<file path="src/rtl/fifo_uart_tx.sv">
// FIFO-fed UART transmitter: 8N1 frames, or 8E1 with FIFO_UART_TX_PARITY_EN.
// Pulls one byte per frame from a synchronous FIFO (1-cycle read latency).
module fifo_uart_tx #(
  parameter int CLKS_PER_BIT = 16
) (
  input  logic       clk,
  input  logic       rst,
  input  logic       tx_en,
  input  logic       fifo_empty,
  input  logic [7:0] fifo_data,
  output logic       r_en,
  output logic       tx,
  output logic       busy,
  output logic       tx_done
);

  localparam int CW = (CLKS_PER_BIT > 1) ? $clog2(CLKS_PER_BIT) : 1;
  localparam logic [CW-1:0] LAST = CW'(CLKS_PER_BIT - 1);

  typedef enum logic [2:0] {
    IDLE   = 3'd0,
    READ   = 3'd1,
    WAIT   = 3'd2,
    START  = 3'd3,
    DATA   = 3'd4,
`ifdef FIFO_UART_TX_PARITY_EN
    PARITY = 3'd5,
`endif
    STOP   = 3'd6
  } state_t;

  state_t        state_q, state_d;
  logic [CW-1:0] cnt_q, cnt_d;
  logic [2:0]    idx_q, idx_d;
  logic [7:0]    shreg_q, shreg_d;
  logic          rel_q;
  logic          tx_q, tx_d;
  logic          r_en_q, r_en_d;
  logic          busy_q, busy_d;
  logic          done_q, done_d;
`ifdef FIFO_UART_TX_PARITY_EN
  logic          par_q, par_d;
`endif

  always_comb begin
    state_d = state_q;
    cnt_d   = cnt_q;
    idx_d   = idx_q;
    shreg_d = shreg_q;
`ifdef FIFO_UART_TX_PARITY_EN
    par_d   = par_q;
`endif
    unique case (state_q)
      IDLE: begin
        // rel_q keeps the first edge after reset release read-free
        if (!rel_q && tx_en && !fifo_empty) state_d = READ;
      end
      READ: state_d = WAIT;
      WAIT: begin
        state_d = START;
        shreg_d = fifo_data;
        cnt_d   = LAST;
`ifdef FIFO_UART_TX_PARITY_EN
        par_d   = ^fifo_data;
`endif
      end
      START: begin
        if (cnt_q == '0) begin
          state_d = DATA;
          cnt_d   = LAST;
          idx_d   = 3'd0;
        end else begin
          cnt_d = cnt_q - CW'(1);
        end
      end
      DATA: begin
        if (cnt_q == '0) begin
          cnt_d   = LAST;
          shreg_d = shreg_q >> 1;
          if (idx_q == 3'd7) begin
`ifdef FIFO_UART_TX_PARITY_EN
            state_d = PARITY;
`else
            state_d = STOP;
`endif
          end else begin
            idx_d = idx_q + 3'd1;
          end
        end else begin
          cnt_d = cnt_q - CW'(1);
        end
      end
`ifdef FIFO_UART_TX_PARITY_EN
      PARITY: begin
        if (cnt_q == '0) begin
          state_d = STOP;
          cnt_d   = LAST;
        end else begin
          cnt_d = cnt_q - CW'(1);
        end
      end
`endif
      STOP: begin
        if (cnt_q == '0) state_d = IDLE;
        else cnt_d = cnt_q - CW'(1);
      end
      default: state_d = IDLE;
    endcase
  end

  // Outputs are decoded from the next state so they register in step with it
  always_comb begin
    tx_d = 1'b1;
    unique case (state_d)
      START:  tx_d = 1'b0;
      DATA:   tx_d = shreg_d[0];
`ifdef FIFO_UART_TX_PARITY_EN
      PARITY: tx_d = par_d;
`endif
      default: tx_d = 1'b1;
    endcase
    r_en_d = (state_d == READ);
    busy_d = (state_d != IDLE);
    done_d = (state_d == STOP) && (cnt_d == '0);
  end

  always_ff @(posedge clk or posedge rst) begin
    if (rst) begin
      state_q <= IDLE;
      cnt_q   <= '0;
      idx_q   <= '0;
      shreg_q <= '0;
      rel_q   <= 1'b1;
      tx_q    <= 1'b1;
      r_en_q  <= 1'b0;
      busy_q  <= 1'b0;
      done_q  <= 1'b0;
`ifdef FIFO_UART_TX_PARITY_EN
      par_q   <= 1'b0;
`endif
    end else begin
      state_q <= state_d;
      cnt_q   <= cnt_d;
      idx_q   <= idx_d;
      shreg_q <= shreg_d;
      rel_q   <= 1'b0;
      tx_q    <= tx_d;
      r_en_q  <= r_en_d;
      busy_q  <= busy_d;
      done_q  <= done_d;
`ifdef FIFO_UART_TX_PARITY_EN
      par_q   <= par_d;
`endif
    end
  end

  assign tx      = tx_q;
  assign r_en    = r_en_q;
  assign busy    = busy_q;
  assign tx_done = done_q;

endmodule

</file>
<file path="config.mk">
export PLATFORM = sky130hd
export DESIGN_NAME = fifo_uart_tx
export DESIGN_NICKNAME = d
export VERILOG_FILES = /design/src/rtl/fifo_uart_tx.sv
export SDC_FILE = /design/constraint.sdc
export NUM_CORES = 1
export LEC_CHECK = 0
export CAP_MARGIN = 10
export CELL_PAD_IN_SITES_DETAIL_PLACEMENT = 1
export CELL_PAD_IN_SITES_GLOBAL_PLACEMENT = 1
export CORE_UTILIZATION = 42
export CTS_CLUSTER_SIZE = 16
export DETAILED_ROUTE_END_ITERATION = 12
export PLACE_DENSITY = 0.74
export SLEW_MARGIN = 15
export SYNTH_ARGS = -nofsm -noshare
export SYNTH_HDL_FRONTEND = slang
export SYNTH_SLANG_ARGS = --single-unit
</file>
<file path="constraint.sdc">
create_clock -name clk -period 2.77 [get_ports clk]
set_clock_uncertainty 0.15 [all_clocks]
set_input_delay 0.6925 -clock clk [delete_from_list [all_inputs] [get_ports clk]]
set_output_delay 0.6925 -clock clk [all_outputs]
set_load 0.01 [all_outputs]
</file>
### After elaboration in Yosys (flattened, before gate mapping)

Index checks and enable logic that the tools add are counted.
Widths: inputs -> output; s select.

| word-level totals | value |
|---|---|
| RAM bits | 0 |
| input bits | 12 |
| register bits after elaboration | 23 |
| output and inout bits | 4 |
| ROM bits | 0 |
| memories kept | 0 |
| bits in latches | 0 |

| cells by class | value |
|---|---|
| shifts and indexed selects | 0 |
| div/mod/pow operators | 0 |
| reductions and logical operators | 14 |
| eq/ne operators | 13 |
| $add $sub $neg | 2 |
| mux-type cells | 16 |
| multipliers | 0 |
| $lt $le $gt $ge | 0 |
| bitwise operators | 0 |

Operators with widths:

| operator | count |
|---|---|
| $mux 3 | 8 |
| $pmux 3 s6 | 1 |
| $pmux 8 s2 | 1 |
| $eq 3x3->1 const B | 5 |
| $pmux 4 s3 | 1 |
| $eq 3x2->1 const B | 3 |
| $logic_not 4->1 | 2 |
| $mux 4 | 2 |
| $mux 8 | 1 |
| $eq 3x1->1 const B | 2 |
| $ne 2x2->1 const B | 3 |
| $pmux 3 s2 | 1 |
| $reduce_and 4->1 | 1 |
| $reduce_bool 2->1 | 2 |
| $sub 4x1->4 const B | 1 |
| $add 3x1->3 const B | 1 |
| $logic_and 1x1->1 | 3 |
| $logic_not 3->1 | 1 |
| $reduce_bool 3->1 | 1 |
| $logic_not 1->1 | 2 |
| $pmux 1 s2 | 1 |
| $reduce_and 2->1 | 1 |
| $reduce_or 2->1 | 1 |

### Longest topological paths before layout

Gate-level depths: netlist of the first run.

| depth | value |
|---|---|
| depth in word-level cells | 7 |
| mapped depth | 10 |
| mapped depth without buffers | 10 |

### Worst setup path after synthesis of the first run

OpenSTA, ideal clock, no wires.

| timing | value |
|---|---|
| path kind | flip-flop to flip-flop |
| from | register cnt_q[0] |
| to | register done_q, in the netlist tx_done |
| buffers on the path | 0 |
| stages on the path, launching flop included | 11 |
| arrival | 2.132 ns |
| required time | 2.519 ns |
| slack | 0.387 ns |
| cell sequence | dfrtp_1 > inv_1 > ha_1 > nor3b_4 > inv_2 > ha_1 > nand2b_1 > a21oi_1 > a311oi_1 > or3_1 > nor4_1 |

| on the way | value |
|---|---|
| cells in the longest elaborated chain, start to end | 5 |

RTL lines:

| item | RTL line | RTL |
|---|---|---|
| start: declaration | 33 | `logic [CW-1:0] cnt_q, cnt_d;` |
| start signal: assignment | 143 | `cnt_q <= cnt_d;` |
| $sub 4x1->4 or $logic_not 4->1 (tied branches) | - |  |
| $mux 4 (on tied branches) | 104, 68, 77 |  |
| $pmux 4 s3 (*) | 53 | `unique case (state_q)` |
| net cnt_d[0] | 33 |  |
| $logic_not 4->1 (*) | 124 | `done_d = (state_d == STOP) && (cnt_d == '0);` |
| $logic_and 1x1->1 (*) | 124 |  |
| net done_d | 40 | `logic done_q, done_d;` |
| end signal: assignment | 150 | `done_q <= done_d;` |
| end: declaration | 40 |  |

Mark *: on every way through the listed nets, which the timed path passes. The rest lies on a longest branch.
A chain may end at the register's enable or synchronous reset.

### Final worst setup path of the first run

| timing | value |
|---|---|
| from | register cnt_q[1] |
| to | register done_q, in the netlist tx_done |

| on the way | value |
|---|---|
| cells in the longest elaborated chain, start to end | 5 |

RTL lines:

| item | RTL line |
|---|---|
| $logic_not 4->1 (*) | 68, 77, 104 |
| $mux 4 (on tied branches) | 104, 68, 77 |
| $pmux 4 s3 (*) | 53 |
| net cnt_d[0] | 33 |
| $logic_not 4->1 (*) | 124 |
| $logic_and 1x1->1 (*) | 124 |
| net done_d | 40 |

Marked as above.

==> results.md, run 1 <==
- Synth top cells by count: dfrtp_1, inv_1, nand2_1, a21oi_1, a222oi_1
- Worst Setup End Kind: flop
- Vias in the first global route: about 1,100
- Post-route ant nets: 0
- HPWL Detailed: between 2000 and 2500 um
- Setup-failing EPs final: 0
- Antenna violations before repair: 0
- Synthesized instance count: 117
- Setup crit start kind: flop
- Number of buffers created by CTS: 3
- Synthesized area per cell: about 10 um^2
- CP top delay family: simple AND/OR/NAND/NOR gates
- Initial core utilization: approximately 44%
- Critical path required time: about 2.8 ns
- Top-count cell post-synth: dfrtp_1
- Hold path depth: 2
- Hold Buf Count CTS: 0
- Post-CTS resize count: 0
- Maxcap violations: 0
- CP Cell Sequence: inv_1, ha_1, nor3b_4, inv_2, ha_1, nand2b_1, a21oi_1, a311oi_1, or3_1, nor4_1
- Fmax: 392.1 MHz
- CTS tree: built
- Clock-pin slew on the worst setup and hold paths: 0.13 ns
- Sink Count: 23
- CTS root buf: clkbuf_4
- First-pass GRT wire length: around 5000 um
- WL final: 2896 um
- Crit Reg-Reg Startpoint: cnt_q[1]
- IO Pins: 16
- Worst path slowest cell: dfrtp_1
- Min-delay src: shreg_q[3]
- DRT iter0 DRCs: 54
- Syn. warnings: 0
- Reg2Reg Setup Slack: between 0.2 and 0.25 ns
- Synthesized flop and latch total: 23
- Clock Latency Late Sink: ~0.3 ns
- Ys async rst share: 100.0%
- Mapped Nets: about 130
- Post-synthesis sequential area ratio: between 40% and 50%
- Peak supply drop: between 300 and 400 uV
- Status: finished, final reports clean
- R2R depth: 10
- Hold WC Path Type: reg -> reg
- Synthesized area: about 0.0012 mm^2
- Area delta synth->final: 18.78%
- Max Slew Vio Count: 0
- Worst slew pin tran: 0.5462 ns
- Clk buf depth: 2
- Total power: about 0.00053 W
- Vias/cell: ~6
- RSZ-0062 raised after global routing: false
- Share of layout cells above drive strength 1: 12.50%
- WP buf/inv: 2
- Site Rows: 19
- Die W: between 50 and 60 um
- Diodes inserted: 0
- Die Y: approximately 56 um
- Die Area: around 0.0031 mm^2
- Wirelength per Cell: around 17 um
- DRC violations left: 0
- Period utilization: between 90% and 100%
- Core area: 0.002734 mm^2
- Post-synth EDFFs: 0
- Ranking of synthesized cells by area: dfrtp_1, a222oi_1, dfstp_2, ha_1, inv_1
- Final TNS setup: 0 ns
- Minimum clock period: 2.550 ns
- Most used cell, CP: ha_1
- Reg2reg end: tx_done
- Nets: 153
- H-Tree Depth: 1
- P_leak: ~0.66 nW
- P per Cell Area: approximately 370 mW/mm^2
- Placer Congestion: around 0.82
- Overflow after GRT: 0
- CP max FO: 6
- Hold violation count in the final report: 0
- GRT Overall Usage: a little over a fifth
- DR pass1 iterations: 5
- Area leader, netlist: dfrtp_1
- Post-CTS Setup Inserts: 0
- Largest net degree at the start of global routing: 24
- Synth top area share: a little over two fifths
- Crit path kind: reg -> reg
- Worst slew margin: a little under two thirds
- Synth Flop Type: dfrtp_1
- End of the worst hold path: shreg_q[2]
- Max incr delay on CP: 0.45 ns
- Worst EP arrival: about 2.6 ns
- Cell variety after synth: 45
- PortBufs: 15
- Via count: approximately 1,000
how the worst max path moves through the flow:
stage	from	to	slack, ns	cells after the start
finish	cnt_q[1]	tx_done	0.22	10
global route	cnt_q[1]	tx_done	0.09	10
CTS	cnt_q[1]	tx_done	0.23	10
detailed placement	cnt_q[1]	tx_done	0.26	10
global placement	cnt_q[0]	tx_done	0.42	10
floorplan	cnt_q[0]	tx_done	0.39	10
stage by stage:
step	hold WS (ns)	setup slack (ns)	cell area, um^2	std cells	utilization, %
floorplan	0.3072	0.3869	1206	117	-
global placement	0.3287	0.4194	1406	163	51.44
detailed placement	0.3416	0.2642	1406	163	51.44
CTS	0.3732	0.2307	1433	167	52.40
global route	0.3941	0.09199	1433	167	52.40
finish	0.3642	0.2197	1433	167	52.40
report_power, final:
part	internal, W	switching, W	leakage, nW
combinational	0.0000203	0.0000127	0.360
clock	0.0000561	0.0000987	0.0150
sequential	0.000343	0.00000327	0.286
total	0.000420	0.000115	0.661
cell families (layout without fill, tap and decap cells):
logic type | count (synthesis) | after routing | share of synthesized area (%)
flops | 23 | 23 | 47.92
simple gates | 34 | 34 | 17.32
fa+ha+maj | 4 | 4 | 4.150
compound gates | 35 | 35 | 22.10
other cells | 1 | 1 | 0.3109
buf+inv | 17 | 36 | 5.600
mux | 3 | 3 | 2.593
tightest hold or removal path, cell delays in order, from the launching register on:
cell and delay (ns):
dfrtp_1 0.37, a222oi_1 0.07, inv_1 0.05
registers in the layout, summed over array words and instances, names as in the netlist:
signal	count
shreg_q	8
cnt_q	4
idx_q	3
state_q	3
busy	1
r_en	1
rel_q	1
tx	1
tx_done	1
placed cells by master (no fill, tap or decap), drive strengths merged, types with 3 or more instances in the layout:
cell type	n
a21oi	8
a222oi	6
a22o	3
buf	4
clkbuf	4
clkdlybuf4s50	15
dfrtp	21
ha	4
inv	13
nand2	10
nand2b	3
nand3	3
nor3	4
nor3b	3
o21ai	4
metal layers:
metal,vias up,GRT usage [%],routed length (um)
li1,471,-,-
met1,505,26.94,1292
met2,22,36.83,1513
met3,2,2.093,69
met4,0,6.429,21
met5,-,0,0
layout make-up:
class	instances	area (um^2)
sequential	23	578.1
timing repair buffer	19	180.2
multi-input combinational	77	560.5
clock buffer	4	26.28
fill	313	1301
tap	31	38.79
inverter	13	48.80
Note: power is estimated with default switching activity, not from simulation.
==> run 2, diff against run 1 <==
--- a/config.mk
+++ b/config.mk
@@ -8,10 +8,10 @@
 export CAP_MARGIN = 10
 export CELL_PAD_IN_SITES_DETAIL_PLACEMENT = 1
 export CELL_PAD_IN_SITES_GLOBAL_PLACEMENT = 1
-export CORE_UTILIZATION = 42
+export CORE_UTILIZATION = 37
 export CTS_CLUSTER_SIZE = 16
 export DETAILED_ROUTE_END_ITERATION = 12
-export PLACE_DENSITY = 0.74
+export PLACE_DENSITY = 0.69
 export SLEW_MARGIN = 15
 export SYNTH_ARGS = -nofsm -noshare
 export SYNTH_HDL_FRONTEND = slang
==> constraint.sdc (replaced) <==
create_clock -name clk -period 2.2 [get_ports clk]
set_clock_uncertainty 0.15 [all_clocks]
set_input_delay 0.55 -clock clk [delete_from_list [all_inputs] [get_ports clk]]
set_output_delay 0.55 -clock clk [all_outputs]
set_load 0.01 [all_outputs]
==> results.md, run 2 (synthesized netlist as in run 1, its figures left out) <==
- R2R depth: 10 (unchanged)
- Via count: 1,037 (was 1,000)
- IO Pins: 16 (unchanged)
- Sink Count: 23 (unchanged)
- Commonest non-fill, non-tap cell in the layout: dfrtp_1 (unchanged)
- Post-route ant nets: 0 (unchanged)
- WL final: 3007 um (was 2896 um)
- Area delta synth->final: 29.56% (was 18.78%)
- PortBufs: 15 (unchanged)
- CP max FO: 2 (was 6)
- Setup crit start kind: flop (unchanged)
- Minimum clock period: 2.213 ns (was 2.550 ns)
- GRT Overall Usage: 19.97% (was 20.86%)
- Status: finished with violations (was finished, final reports clean)
- Worst Setup End Kind: flop (unchanged)
- Die Area: 0.003492 mm^2 (was 0.003090 mm^2)
- Hold WC Path Type: reg -> reg (unchanged)
- Failing checks: negative setup slack
- Min-delay src: shreg_q[1] (was shreg_q[3])
- First-pass GRT wire length: 5030 um (unchanged)
- Number of buffers created by CTS: 3 (unchanged)
- Largest registers in the final layout: shreg_q x8, cnt_q x4 (unchanged)
- Sequential Power Share: 63.7% (was 64.9%)
- Most frequent cells in the layout: dfrtp_1, clkdlybuf4s50_1, buf_4 (was dfrtp_1, clkdlybuf4s50_1, inv_1)
- Final TNS setup: -0.01349 ns (was 0 ns)
- Slack of the critical path: -0.01349 ns (was 0.2197 ns)
- Filler cells: 343 (was 313)
- Critical Path Start: cnt_q[1] (unchanged)
- Clk buf depth: 2 (unchanged)
- Reg area: 578.1 um^2 (unchanged)
- Core area: 0.003078 mm^2 (was 0.002734 mm^2)
- Die Y: 59.10 um (was 55.59 um)
- Peak supply drop: 246.0 uV (was 309.3 uV)
- H-Tree Depth: 1 (unchanged)
- Setup-failing EPs final: 1 (was 0)
- Logic pwr share: 6.0% (was 6.2%)
- CTS root buf: clkbuf_4 (unchanged)
- CP Cell Sequence: inv_2, ha_4, nor3b_4, inv_2, ha_4, nand2b_4, a21oi_4, a311oi_2, or3_1, nor4_1 (was inv_1, ha_1, nor3b_4, inv_2, ha_1, nand2b_1, a21oi_1, a311oi_1, or3_1, nor4_1)
- Placer Congestion: 0.8631 (was 0.8183)
- Multi-input gate area: 610.6 um^2 (was 560.5 um^2)
- Hold violation count in the final report: 0 (unchanged)
- Total power: 0.0006852 W (was 0.0005346 W)
- Largest net degree at the start of global routing: 24 (unchanged)
- Die W: 59.10 um (was 55.59 um)
- DR pass1 iterations: 4 (was 5)
- Crit Reg-Reg Startpoint: cnt_q[1] (unchanged)
- Reg2Reg Setup Slack: -0.01 ns (was 0.22 ns)
- P_sw: 0.0001576 W (was 0.0001147 W)
- Fmax: 451.8 MHz (was 392.1 MHz)
- DRC violations left: 0 (unchanged)
- Vias in the first global route: 1,095 (was 1,054)
- Site Rows: 20 (was 19)
- Max FFs per register: 8 (unchanged)
- Clock Latency Late Sink: 0.32 ns (was 0.30 ns)
- Setup crit end: tx_done (unchanged)
- Worst EP arrival: 2.30 ns (was 2.61 ns)
- Diodes inserted: 0 (unchanged)
- Wirelength per Cell: 15.99 um (was 17.34 um)
- Sw frac: 23.00% (was 21.46%)
- Critical path required time: 2.28 ns (was 2.83 ns)
- Hold Buf Count CTS: 0 (unchanged)
- Share of layout cells above drive strength 1: 22.22% (was 12.50%)
- HPWL Detailed: 2168 um (was 2146 um)
- Power share of the clock group: 30.3% (was 29.0%)
- Vias/cell: 5.516 (was 5.988)
- Max Slew Vio Count: 0 (unchanged)
- Max incr delay on CP: 0.42 ns (was 0.45 ns)
- Worst path slowest cell: dfrtp_1 (unchanged)
- DRT iter0 DRCs: 77 (was 54)
- Largest Register: shreg_q (unchanged)
- Internal Power: 0.0005276 W (was 0.0004199 W)
- Overflow after GRT: 0 (unchanged)
- Nets: 161 (was 153)
- Antenna violations before repair: 0 (unchanged)
- Clock-pin slew on the worst setup and hold paths: 0.14 ns (was 0.13 ns)
- Reg2reg end: tx_done (unchanged)
- Period utilization: 100.6% (was 92.07%)
- Initial core utilization: 39.19% (was 44.12%)
- Crit path kind: reg -> reg (unchanged)
- P per Cell Area: 438.5 mW/mm^2 (was 373.1 mW/mm^2)
- CTS tree: built (unchanged)
- Maxcap violations: 0 (unchanged)
- RSZ-0062 raised after global routing: true (was false)
- Layout Utilization: 50.77% (was 52.40%)
- P_leak: 0.7015 nW (was 0.6611 nW)
==> run 2: worst min path at each step <==
stage	end	slack [ns]	cells past startpoint
finish	shreg_q[1]	0.38	2
global route	shreg_q[6]	0.41	2
CTS	shreg_q[6]	0.38	2
detailed placement	shreg_q[6]	0.34	2
global placement	shreg_q[2]	0.33	2
floorplan	shreg_q[6]	0.31	2
==> run 2: power groups by stage <==
| stage | Sequential, W | Combinational, W | Clock (W) |
|---|---|---|---|
| final | 0.000436 | 0.0000413 | 0.000207 |
| after global routing | 0.000438 | 0.0000463 | 0.000240 |
| after CTS | 0.000437 | 0.0000424 | 0.000221 |
| after detailed placement | 0.000444 | 0.0000423 | 0 |
| after global placement | 0.000444 | 0.0000411 | 0 |
| after floorplan | 0.000444 | 0.0000150 | 0 |
==> run 2: worst max-delay path, delay by kind of cell, from the launching register on <==
family / cells / cell delay (ns)
flops: 1 / 0.42
simple gates: 4 / 0.86
compound gates: 2 / 0.20
fa+ha+maj: 2 / 0.34
buf+inv: 2 / 0.16
==> run 2: repair_timing <==
item | CTS | global route
buffers inserted | 1 | 0
pin swaps | 5 | 4
setup endpoints to repair | 1 | 1
resized for setup | 3 | 4
hold endpoints to repair | 0 | 0
==> run 2: final cells by class <==
cell class,count,area share (%)
sequential,23,36.99
tap,44,3.523
clock inverter,1,0.4804
clock buffer,3,1.441
inverter,13,3.122
timing repair buffer,27,15.37
multi-input combinational,77,39.07
==> run 2: per-stage QoR <==
stage	worst slack (ns)	cell area (um^2)	hold slack (ns)	instances
after global placement	0.03316	1478	0.3287	183
after CTS	-0.05280	1539	0.3823	188
after floorplan	-0.1623	1209	0.3072	117
after global routing	-0.09674	1563	0.4077	188
final	-0.01349	1563	0.3799	188
after detailed placement	-0.08229	1478	0.3378	183
==> run 2: per-layer routing <==
layer  GRT usage (%)  part of all wire (%)  vias to the layer above
met5               0                     0                        -
met4           11.22                   2.8                        0
met3           2.402                   2.8                        8
met2           33.60                    50                       19
met1           24.83                    44                      522
li1                -                     -                      488
==> run 3, diff against run 2 <==
--- a/config.mk
+++ b/config.mk
@@ -8,10 +8,10 @@
 export CAP_MARGIN = 10
 export CELL_PAD_IN_SITES_DETAIL_PLACEMENT = 1
 export CELL_PAD_IN_SITES_GLOBAL_PLACEMENT = 1
-export CORE_UTILIZATION = 37
+export CORE_UTILIZATION = 25
 export CTS_CLUSTER_SIZE = 16
 export DETAILED_ROUTE_END_ITERATION = 12
-export PLACE_DENSITY = 0.69
+export PLACE_DENSITY = 0.49
 export SLEW_MARGIN = 15
 export SYNTH_ARGS = -nofsm -noshare
 export SYNTH_HDL_FRONTEND = slang
==> results.md, run 3 (synthesized netlist as in run 1, its figures left out) <==
- Power share of the clock group: 36.5% (was 30.3%)
- Nets: 165 (was 161)
- Filler cells: 518 (was 343)
- Wirelength per Cell: 15.24 um (was 15.99 um)
- Largest Register: shreg_q (unchanged)
- Worst EP arrival: 2.21 ns (was 2.30 ns)
- Clock Latency Late Sink: 0.27 ns (was 0.32 ns)
- DRC violations left: 0 (unchanged)
- Critical path required time: 2.23 ns (was 2.28 ns)
- Minimum clock period: 2.185 ns (was 2.213 ns)
- Die Y: 71.46 um (was 59.10 um)
- Share of layout cells above drive strength 1: 22.97% (was 22.22%)
- Grt met1 use: 17.96% (was 24.83%)
- Sink Count: 23 (unchanged)
- Initial core utilization: 26.78% (was 39.19%)
- Vias/cell: 5.120 (was 5.516)
- Vias in the first global route: 1,116 (was 1,095)
- GRT met2 Usage: 24.34% (was 33.60%)
- P_leak: 0.7265 nW (was 0.7015 nW)
- Core area: 0.004504 mm^2 (was 0.003078 mm^2)
- P per Cell Area: 469.9 mW/mm^2 (was 438.5 mW/mm^2)
- Final TNS setup: 0 ns (was -0.01349 ns)
- Overflow after GRT: 0 (unchanged)
- GRT Overall Usage: 14.03% (was 19.97%)
- Post-route ant nets: 0 (unchanged)
- CTS root buf: clkbuf_8 (was clkbuf_4)
- PortBufs: 15 (unchanged)
- Largest registers in the final layout: shreg_q x8, cnt_q x4 (unchanged)
- Setup-failing EPs final: 0 (was 1)
- Period utilization: 99.31% (was 100.6%)
- Placed cells: 193 (was 183)
- IO Pins: 16 (unchanged)
- Hold Buf Count CTS: 0 (unchanged)
- Die W: 71.46 um (was 59.10 um)
- R2R depth: 10 (unchanged)
- Status: finished, final reports clean (was finished with violations)
- Placer Congestion: 0.8048 (was 0.8631)
- Commonest non-fill, non-tap cell in the layout: dfrtp_1 (unchanged)
- Fmax: 457.7 MHz (was 451.8 MHz)
- Max FFs per register: 8 (unchanged)
- Clk buf depth: 2 (unchanged)
- Diodes inserted: 0 (unchanged)
- Maxcap violations: 0 (unchanged)
- Reg area: 578.1 um^2 (unchanged)
- Peak supply drop: 167.2 uV (was 246.0 uV)
- CP max FO: 2 (unchanged)
- Multi-input gate area: 593.1 um^2 (was 610.6 um^2)
- Total power: 0.0007519 W (was 0.0006852 W)
- Area delta synth->final: 32.68% (was 29.56%)
- Internal Power: 0.0005873 W (was 0.0005276 W)
- First-pass GRT wire length: 5582 um (was 5030 um)
- Sequential Power Share: 58.0% (was 63.7%)
- Hold WC Path Type: reg -> reg (unchanged)
- M3 GR Usage: 2.110% (was 2.402%)
- Crit path kind: reg -> reg (unchanged)
- Max Slew Vio Count: 0 (unchanged)
- WL final: 3048 um (was 3007 um)
- Number of buffers created by CTS: 3 (unchanged)
- Layer with the highest usage: met2 (unchanged)
- Antenna violations before repair: 0 (unchanged)
- Sw frac: 21.90% (was 23.00%)
- H-Tree Depth: 1 (unchanged)
- Largest net degree at the start of global routing: 24 (unchanged)
- DR pass1 iterations: 5 (was 4)
- Logic pwr share: 5.5% (was 6.0%)
- Via count: 1,024 (was 1,037)
- Hold path depth: 2 (unchanged)
- Reg2Reg Setup Slack: 0.02 ns (was -0.01 ns)
- P_sw: 0.0001646 W (was 0.0001576 W)
- Clock-pin slew on the worst setup and hold paths: 0.09 ns (was 0.14 ns)
- Layout Utilization: 35.53% (was 50.77%)
- Worst Setup End Kind: flop (unchanged)
- Hold violation count in the final report: 0 (unchanged)
- CTS tree: built (unchanged)
- DRT iter0 DRCs: 69 (was 77)
- RSZ-0062 raised after global routing: true (unchanged)
- Setup crit start kind: flop (unchanged)
- Most frequent cells in the layout: dfrtp_1, buf_4, clkdlybuf4s50_1 (was dfrtp_1, clkdlybuf4s50_1, buf_4)
- Site Rows: 24 (was 20)
- Layout Cells excl Fill: 200 (was 188)
- Die Area: 0.005107 mm^2 (was 0.003492 mm^2)
- HPWL Detailed: 2278 um (was 2168 um)
-- run 3: worst paths after layout --
kind | start | end
max in group asynchronous | rst | rel_q
worst min register to register | shreg_q[2] | shreg_q[1]
worst max register to register | cnt_q[0] | tx_done
worst min-delay path | shreg_q[2] | shreg_q[1]
worst max-delay path | cnt_q[0] | tx_done
min in group asynchronous | rst | cnt_q[3]
-- run 3: layer usage --
metal | vias to the layer above | wire length (um)
met1 | 511 | 1401
met3 | 5 | 89
met5 | - | 0
met4 | 0 | 46
li1 | 493 | -
met2 | 15 | 1511
-- run 3: stage by stage --
stage / hold slack, ns / setup slack, ns / instance area (um^2)
after floorplan: 0.3072 / -0.1623 / 1209
after global placement: 0.3255 / 0.02381 / 1503
after detailed placement: 0.3475 / -0.1818 / 1503
after CTS: 0.3655 / -0.1024 / 1593
after global routing: 0.3975 / -0.1569 / 1600
final: 0.3599 / 0.01517 / 1600
-- run 3: power by group through the flow --
stage                     logic (W)  registers (W)  clock network [W]
after floorplan           0.0000150       0.000444                  0
after global placement    0.0000420       0.000444                  0
after detailed placement  0.0000425       0.000444                  0
after CTS                 0.0000427       0.000436           0.000284
after global routing      0.0000465       0.000437           0.000305
final                     0.0000410       0.000436           0.000275
-- run 3: timing repair --
action                                  4_1_cts  5_1_grt
endpoints found under the setup margin        1        7
pin swaps                                     5        4
resized for setup                             4        0
setup buffers                                 2        1
-- run 3: layout make-up --
class / count / area share [%]
multi-input combinational: 77 / 37.06
sequential: 23 / 36.12
timing repair buffer: 31 / 16.89
tap: 52 / 4.066
inverter: 13 / 3.049
clock buffer: 4 / 2.815
-- run 3: critical path: stages, from the launching register on --
cell and delay (ns):
dfrtp_1 0.39, inv_1 0.06, ha_2 0.17, nor3b_4 0.21, inv_2 0.07, ha_4 0.21, nand2b_4 0.13, a21oi_2 0.12
a311oi_1 0.06, or3_1 0.34, nor4_2 0.17
